### config.mk
export PLATFORM = sky130hd
export DESIGN_NAME = fetch_stage_flat
export DESIGN_NICKNAME = d
export VERILOG_FILES = /design/src/rtl/fetch_stage_pkg.sv /design/src/rtl/fetch_stage_if.sv /design/src/rtl/fetch_stage_buffer.sv /design/src/rtl/fetch_stage.sv /design/src/flat_wrapper.sv
export SDC_FILE = /design/constraint.sdc
export NUM_CORES = 1
export LEC_CHECK = 0
export CAP_MARGIN = 20
export CORE_ASPECT_RATIO = 0.9
export CORE_MARGIN = 8
export CORE_UTILIZATION = 54
export DETAILED_ROUTE_END_ITERATION = 10
export PLACE_DENSITY = 0.81
export SETUP_SLACK_MARGIN = 0.05
export SKIP_CTS_REPAIR_TIMING = 1
export SYNTH_ARGS = -nofsm -noshare
export SYNTH_HDL_FRONTEND = slang
export SYNTH_SLANG_ARGS = --single-unit
### constraint.sdc
create_clock -name clk -period 4.1 [get_ports clk]
set_input_delay 0.615 -clock clk [delete_from_list [all_inputs] [get_ports clk]]
set_output_delay 0.615 -clock clk [all_outputs]
set_load 0.05 [all_outputs]
### src/rtl/fetch_stage_pkg.sv
// Shared types and constants for the instruction fetch stage and its buffer.
package fetch_stage_pkg;

    typedef logic [31:0] instruction_type;

    localparam logic [31:0]     DEFAULT_RESET_PC = 32'h0000_0000;
    localparam instruction_type NOP_INSTRUCTION  = 32'h0000_0013;

    typedef struct packed {
        logic [31:0]     pc;
        instruction_type instr;
    } fetch_entry_t;

    function automatic logic [31:0] word_align(input logic [31:0] addr);
        return {addr[31:2], 2'b00};
    endfunction

endpackage

### src/rtl/fetch_stage_if.sv
// Bundles the instruction-memory port, the redirect input and the decode handshake.
interface fetch_stage_if;
    import fetch_stage_pkg::*;

    logic            imem_req;
    logic [31:0]     imem_addr;
    logic [31:0]     imem_rdata;
    logic            redirect;
    logic [31:0]     redirect_pc;
    // Decode handshake: an entry transfers on a rising edge where id_valid && id_ready
    // && !redirect; while id_valid && !id_ready the payload is held unchanged.
    logic            id_valid;
    logic            id_ready;
    instruction_type id_instruction;
    logic [31:0]     id_pc;

    modport master (
        output imem_req, imem_addr, id_valid, id_instruction, id_pc,
        input  imem_rdata, redirect, redirect_pc, id_ready
    );

    modport slave (
        input  imem_req, imem_addr, id_valid, id_instruction, id_pc,
        output imem_rdata, redirect, redirect_pc, id_ready
    );

endinterface

### src/rtl/fetch_stage_buffer.sv
// Two-entry synchronous FIFO of {pc, instruction}; the head is always entry 0.
module fetch_buffer
    import fetch_stage_pkg::*;
(
    input  logic         clk,
    input  logic         rst,
    input  logic         push_i,
    input  fetch_entry_t push_entry_i,
    input  logic         pop_i,
    input  logic         clear_i,
    output logic [1:0]   count_o,
    output logic         head_valid_o,
    output fetch_entry_t head_o
);

    logic [1:0]   count_q, count_d;
    fetch_entry_t e0_q, e0_d;
    fetch_entry_t e1_q, e1_d;

    always_comb begin
        count_d = count_q;
        e0_d    = e0_q;
        e1_d    = e1_q;
        if (clear_i) begin
            count_d = 2'd0;
        end else begin
            case ({push_i, pop_i})
                2'b11: begin
                    if (count_q == 2'd2) begin
                        e0_d = e1_q;
                        e1_d = push_entry_i;
                    end else begin
                        e0_d = push_entry_i;
                    end
                end
                2'b01: begin
                    e0_d    = e1_q;
                    count_d = count_q - 2'd1;
                end
                2'b10: begin
                    if (count_q == 2'd0) e0_d = push_entry_i;
                    else                 e1_d = push_entry_i;
                    count_d = count_q + 2'd1;
                end
                default: ;
            endcase
        end
    end

    always_ff @(posedge clk) begin
        if (rst) begin
            count_q <= 2'd0;
            e0_q    <= '0;
            e1_q    <= '0;
        end else begin
            count_q <= count_d;
            e0_q    <= e0_d;
            e1_q    <= e1_d;
        end
    end

    assign count_o      = count_q;
    assign head_valid_o = (count_q != 2'd0);
    assign head_o       = e0_q;

endmodule

### src/rtl/fetch_stage.sv
// Fetch stage: owns the PC, issues word reads to a 1-cycle-latency memory and
// queues returned instructions for decode, flushing on redirect.
module fetch_stage
    import fetch_stage_pkg::*;
#(
    parameter logic [31:0] RESET_PC  = DEFAULT_RESET_PC,
    parameter int          BUF_DEPTH = 2
) (
    input logic           clk,
    input logic           rst,
    fetch_stage_if.master bus
);

    logic [31:0]  pc_q, pc_d;
    logic [31:0]  req_pc_q, req_pc_d;
    logic         inflight_q, inflight_d;
    logic         drop_q, drop_d;

    logic         pop, push, issue;
    logic [31:0]  target, req_addr;
    logic [2:0]   credit_used;
    logic [1:0]   count;
    logic         head_valid;
    fetch_entry_t head;
    fetch_entry_t push_entry;

    always_comb begin
        target      = word_align(bus.redirect_pc);
        pop         = head_valid && bus.id_ready && !bus.redirect;
        push        = inflight_q && !drop_q && !bus.redirect;
        // Slots already promised: queued entries plus the response still in flight.
        credit_used = {1'b0, count} + {2'b00, inflight_q} - {2'b00, pop};
        issue       = bus.redirect || (credit_used < 3'(BUF_DEPTH));
        req_addr    = bus.redirect ? target : pc_q;
        pc_d        = issue ? req_addr + 32'd4 : pc_q;
        req_pc_d    = issue ? req_addr : req_pc_q;
        inflight_d  = issue;
        // A redirect always launches its own request, so nothing in flight is left stale.
        drop_d      = 1'b0;
        push_entry  = '{pc: req_pc_q, instr: bus.imem_rdata};
    end

    always_ff @(posedge clk) begin
        if (rst) begin
            pc_q       <= RESET_PC;
            req_pc_q   <= RESET_PC;
            inflight_q <= 1'b0;
            drop_q     <= 1'b0;
        end else begin
            pc_q       <= pc_d;
            req_pc_q   <= req_pc_d;
            inflight_q <= inflight_d;
            drop_q     <= drop_d;
        end
    end

    fetch_buffer u_buf (
        .clk          (clk),
        .rst          (rst),
        .push_i       (push),
        .push_entry_i (push_entry),
        .pop_i        (pop),
        .clear_i      (bus.redirect),
        .count_o      (count),
        .head_valid_o (head_valid),
        .head_o       (head)
    );

    assign bus.imem_req       = !rst && issue;
    assign bus.imem_addr      = rst ? RESET_PC : req_addr;
    assign bus.id_valid       = head_valid;
    assign bus.id_instruction = head.instr;
    assign bus.id_pc          = head.pc;

endmodule

### src/flat_wrapper.sv
// flat-port wrapper written by rule: the top's interface ports become plain ports
module fetch_stage_flat import fetch_stage_pkg::*;
#(
    parameter logic [31:0] RESET_PC  = DEFAULT_RESET_PC,
    parameter int          BUF_DEPTH = 2
)
  (clk, rst, bus_imem_req, bus_imem_addr, bus_id_valid, bus_id_instruction, bus_id_pc, bus_imem_rdata, bus_redirect, bus_redirect_pc, bus_id_ready);
  fetch_stage_if bus_i ();
  input logic clk;
  input logic rst;
  output wire logic [$bits(bus_i.imem_req)-1:0] bus_imem_req;
  output wire logic [$bits(bus_i.imem_addr)-1:0] bus_imem_addr;
  output wire logic [$bits(bus_i.id_valid)-1:0] bus_id_valid;
  output wire logic [$bits(bus_i.id_instruction)-1:0] bus_id_instruction;
  output wire logic [$bits(bus_i.id_pc)-1:0] bus_id_pc;
  input wire logic [$bits(bus_i.imem_rdata)-1:0] bus_imem_rdata;
  input wire logic [$bits(bus_i.redirect)-1:0] bus_redirect;
  input wire logic [$bits(bus_i.redirect_pc)-1:0] bus_redirect_pc;
  input wire logic [$bits(bus_i.id_ready)-1:0] bus_id_ready;
  assign bus_imem_req = bus_i.imem_req;
  assign bus_imem_addr = bus_i.imem_addr;
  assign bus_id_valid = bus_i.id_valid;
  assign bus_id_instruction = bus_i.id_instruction;
  assign bus_id_pc = bus_i.id_pc;
  assign bus_i.imem_rdata = bus_imem_rdata;
  assign bus_i.redirect = bus_redirect;
  assign bus_i.redirect_pc = bus_redirect_pc;
  assign bus_i.id_ready = bus_id_ready;
  fetch_stage #(.RESET_PC(RESET_PC), .BUF_DEPTH(BUF_DEPTH)) u_core (.clk(clk), .rst(rst), .bus(bus_i));
endmodule
==> out/metrics.yaml <==
grt_setup_unrepaired: "no"
cts_max_path_buffers: 2
period_needed_ps: 3840
postLayoutCoreUtil_pct: 67.7
hold-worst-slack_ps: 458
internal_power_mw: 3.24
required_ps: 3480
grt_max_degree: 126
clock_latency_of_the_later_clocked_register_in_the_worst_skew_pair_ps: 430
achievable-frequency_mhz: 260
p_switching_mw: 1.44
die_area_um2: 23100
finalHoldViolCount: 0
synth.most_common_cell: "nand2_1"
final_layout_size_suffix_gt1_share_pct: 5.54
clock_sink_total: 193
globalRouteTotalUtil_pct: 24.3
sequential_area_um2: 3860
post_drt_wl_per_cell_um: 17.3
tritoncts.num_buffers: 17
number_of_max_capacitance_violations_reported: 0
io_pins: 166
htree_levels: 4
die_w_um: 159
power.clock.fraction_pct: 35.7
dpl_worst_slack_ps: 439
n_fill_cell: 1553
cts.clk_slew.worst_paths_ps: 70
start_util_pct: 54.8
layout_setup_ws_ps: 259
syn_inst: 1344
cts_tree: "done"
post-dp-hpwl_mm: 18.4
post_synth_top_area_share_pct: 38.7
synthTopCellsByArea: "dfxtp_1 39%, nand2_1 14%, a21oi_1 8.1%"
synth.distinct_cells: 57
synth_area_in_simple_gates_pct: 25.1
place.gp.congestion: 0.906
endpoint_arrival_time_on_the_critical_path_ps: 3230
placeableCoreArea_um2: 18200
total_via_count_in_the_routed_design: 10300
cp-end-kind: "primary output"
ys_warn_count: 0
overflow: 0
drt_drc_violations_left: 0
post_synth_instance_area_um2: 9980
total_power_mw: 4.68
port-buffer-count: 163
design.final.nets: 1507
largest_voltage_drop_on_the_vdd_net_v: 0.000294
drt-total-wl_mm: 29.2
row_count: 47
combPwrFrac_pct: 20.5
slew-limit-headroom_pct: 27.4
via_count_of_the_first_global_routing_pass: 9726
status: "finished clean"
timing.critical_path.fanout_max: 7
timing.final.setup_violations: 0
yosys.area_share.adder_pct: 0.953
antenna_found_initial: 0
timing.final.max_slew_violations: 0
power.share.switching_pct: 30.8
power.leakage_nw: 4.26
area_grow_syn2layout_pct: 23.7
drt_pass1_iterations: 8
clk_root_buffer_cell: "clkbuf_16"
antenna-diode-count: 0
synth_top_family_by_area: "simple AND/OR/NAND/NOR gates"
critical_path.startpoint_type: "flip-flop"
netlist.top_cell.by_area: "dfxtp_1"
initialDrtViolationCount: 879
synth.cells.most_frequent: "364 x nand2_1, 193 x dfxtp_1, 162 x a21oi_1, 126 x nor2_1, 99 x clkbuf_1"
synth-xor-area-share_pct: 3.16
ys_ff_latch: 193
timing_worst_slew_pin_value_ps: 1090
synth_edf_count: 0
synth_compound_area_share_pct: 24.9
sequential_fraction_of_design_power_pct: 43.7
multi_input_area_um2: 5620
synth_sequential_area_ratio_pct: 38.7
sum_of_negative_setup_slack_ps: 0
synthFlopType: "dfxtp_1"
die-height_um: 145
avgViaCountPerCell: 6.09
ys_async_sr_fraction_pct: 0
fin_worst_skew_ps: 7.90
cellPowerDensity_nw_per_um2: 379
final.period_utilization_pct: 93.7
timing.setup.critical_path_class: "reg2out"
syn-mean-instance-area_um2: 7.43
synth.net_count: 1419
grt_pass1_wl_mm: 47.9
antenna_violating_nets_post_route: 0
synthMuxAreaShare_pct: 1.84
holdCritPathClass: "reg2reg"
[sequential cells by signal, summed over array words and instances (netlist names)]
name,cells
u_core.u_buf.head_o,64
u_core.u_buf.count_o,2
u_core.u_buf.e1_q,64
u_core.pc_q,30
u_core.req_pc_q,32
u_core.inflight_q,1
[worst max-delay path: stages, from the launching register on]
cell,delay (ps)
dfxtp_1,500
or2_1,270
and3_1,340
ha_1,290
nand2b_1,160
fa_1,390
xnor2_1,150
and2_1,200
nor2_1,270
nor2_4,60
buf_12,160
[layer usage]
metal / wire length [um] / track usage [%] / share of wire (%) / vias up
met4: 828 / 9.61 / 2.8 / 0
met3: 1940 / 5.03 / 6.6 / 58
met1: 12300 / 29.8 / 42 / 4899
met5: 0 / 0 / 0 / -
met2: 14100 / 41.2 / 48 / 386
li1: - / - / - / 4948
[cell type report]
type                    instances  share of cell area (%)
multi-input cells            1019                    45.5
flip-flops and latches        193                    31.3
inverters                       9                   0.274
repair buffers                192                    15.6
clock buffers                  21                    3.73
clock inverters                11                    1.07
well taps                     245                    2.48
[logic make-up (layout without fill, tap and decap cells)]
logic type | count (synthesis) | in the layout
xor+xnor | 36 | 36
simple gates | 595 | 595
fa+ha+maj | 7 | 7
buf+inv | 132 | 233
compound gates | 363 | 363
mux | 18 | 18
flops | 193 | 193
[per-stage QoR]
step / instances / cell area [um2]
6_report: 1690 / 12400
5_1_grt: 1690 / 12400
4_1_cts: 1690 / 12400
3_5_place_dp: 1658 / 11800
3_3_place_gp: 1658 / 11800
2_1_floorplan: 1344 / 9990
[layout by cell type, fill, tap and decap left out, types with 9 or more instances in the layout]
cell type and n:
nand2_1 364, dfxtp_1 193, a21oi_1 162, clkdlybuf4s50_1 159, nor2_1 125, a311oi_1 67
a221oi_1 62, nand3_1 33, a211oi_1 27, buf_4 25, xnor2_1 22, nand4_1 17
clkbuf_16 17, mux2i_1 15, xor2_1 14, o21ai_0 11, inv_1 9
[power by group through the flow]
stage	clock (mW)	combinational (mW)	sequential (mW)
6_report	1.67	0.961	2.05
3_3_place_gp	0	0.938	2.09
5_1_grt	1.78	1.04	2.06
3_5_place_dp	0	0.953	2.09
4_1_cts	1.70	0.961	2.05
2_1_floorplan	0	0.542	2.16
[final timing paths]
path	startpoint	to	slack, ps	depth (start not counted)
max	u_core.u_buf.count_o[0]$_SDFFE_PP0N_	bus_imem_req	260	10
min	u_core.u_buf.e1_q[63]$_SDFFE_PP0P_	u_core.u_buf.e1_q[63]$_SDFFE_PP0P_	460	2
max reg2reg	u_core.u_buf.count_o[0]$_SDFFE_PP0N_	u_core.pc_q[13]$_SDFFE_PP0P_	700	12
min reg2reg	u_core.u_buf.e1_q[63]$_SDFFE_PP0P_	u_core.u_buf.e1_q[63]$_SDFFE_PP0P_	460	2
Note: power is estimated with default switching activity, not from simulation.
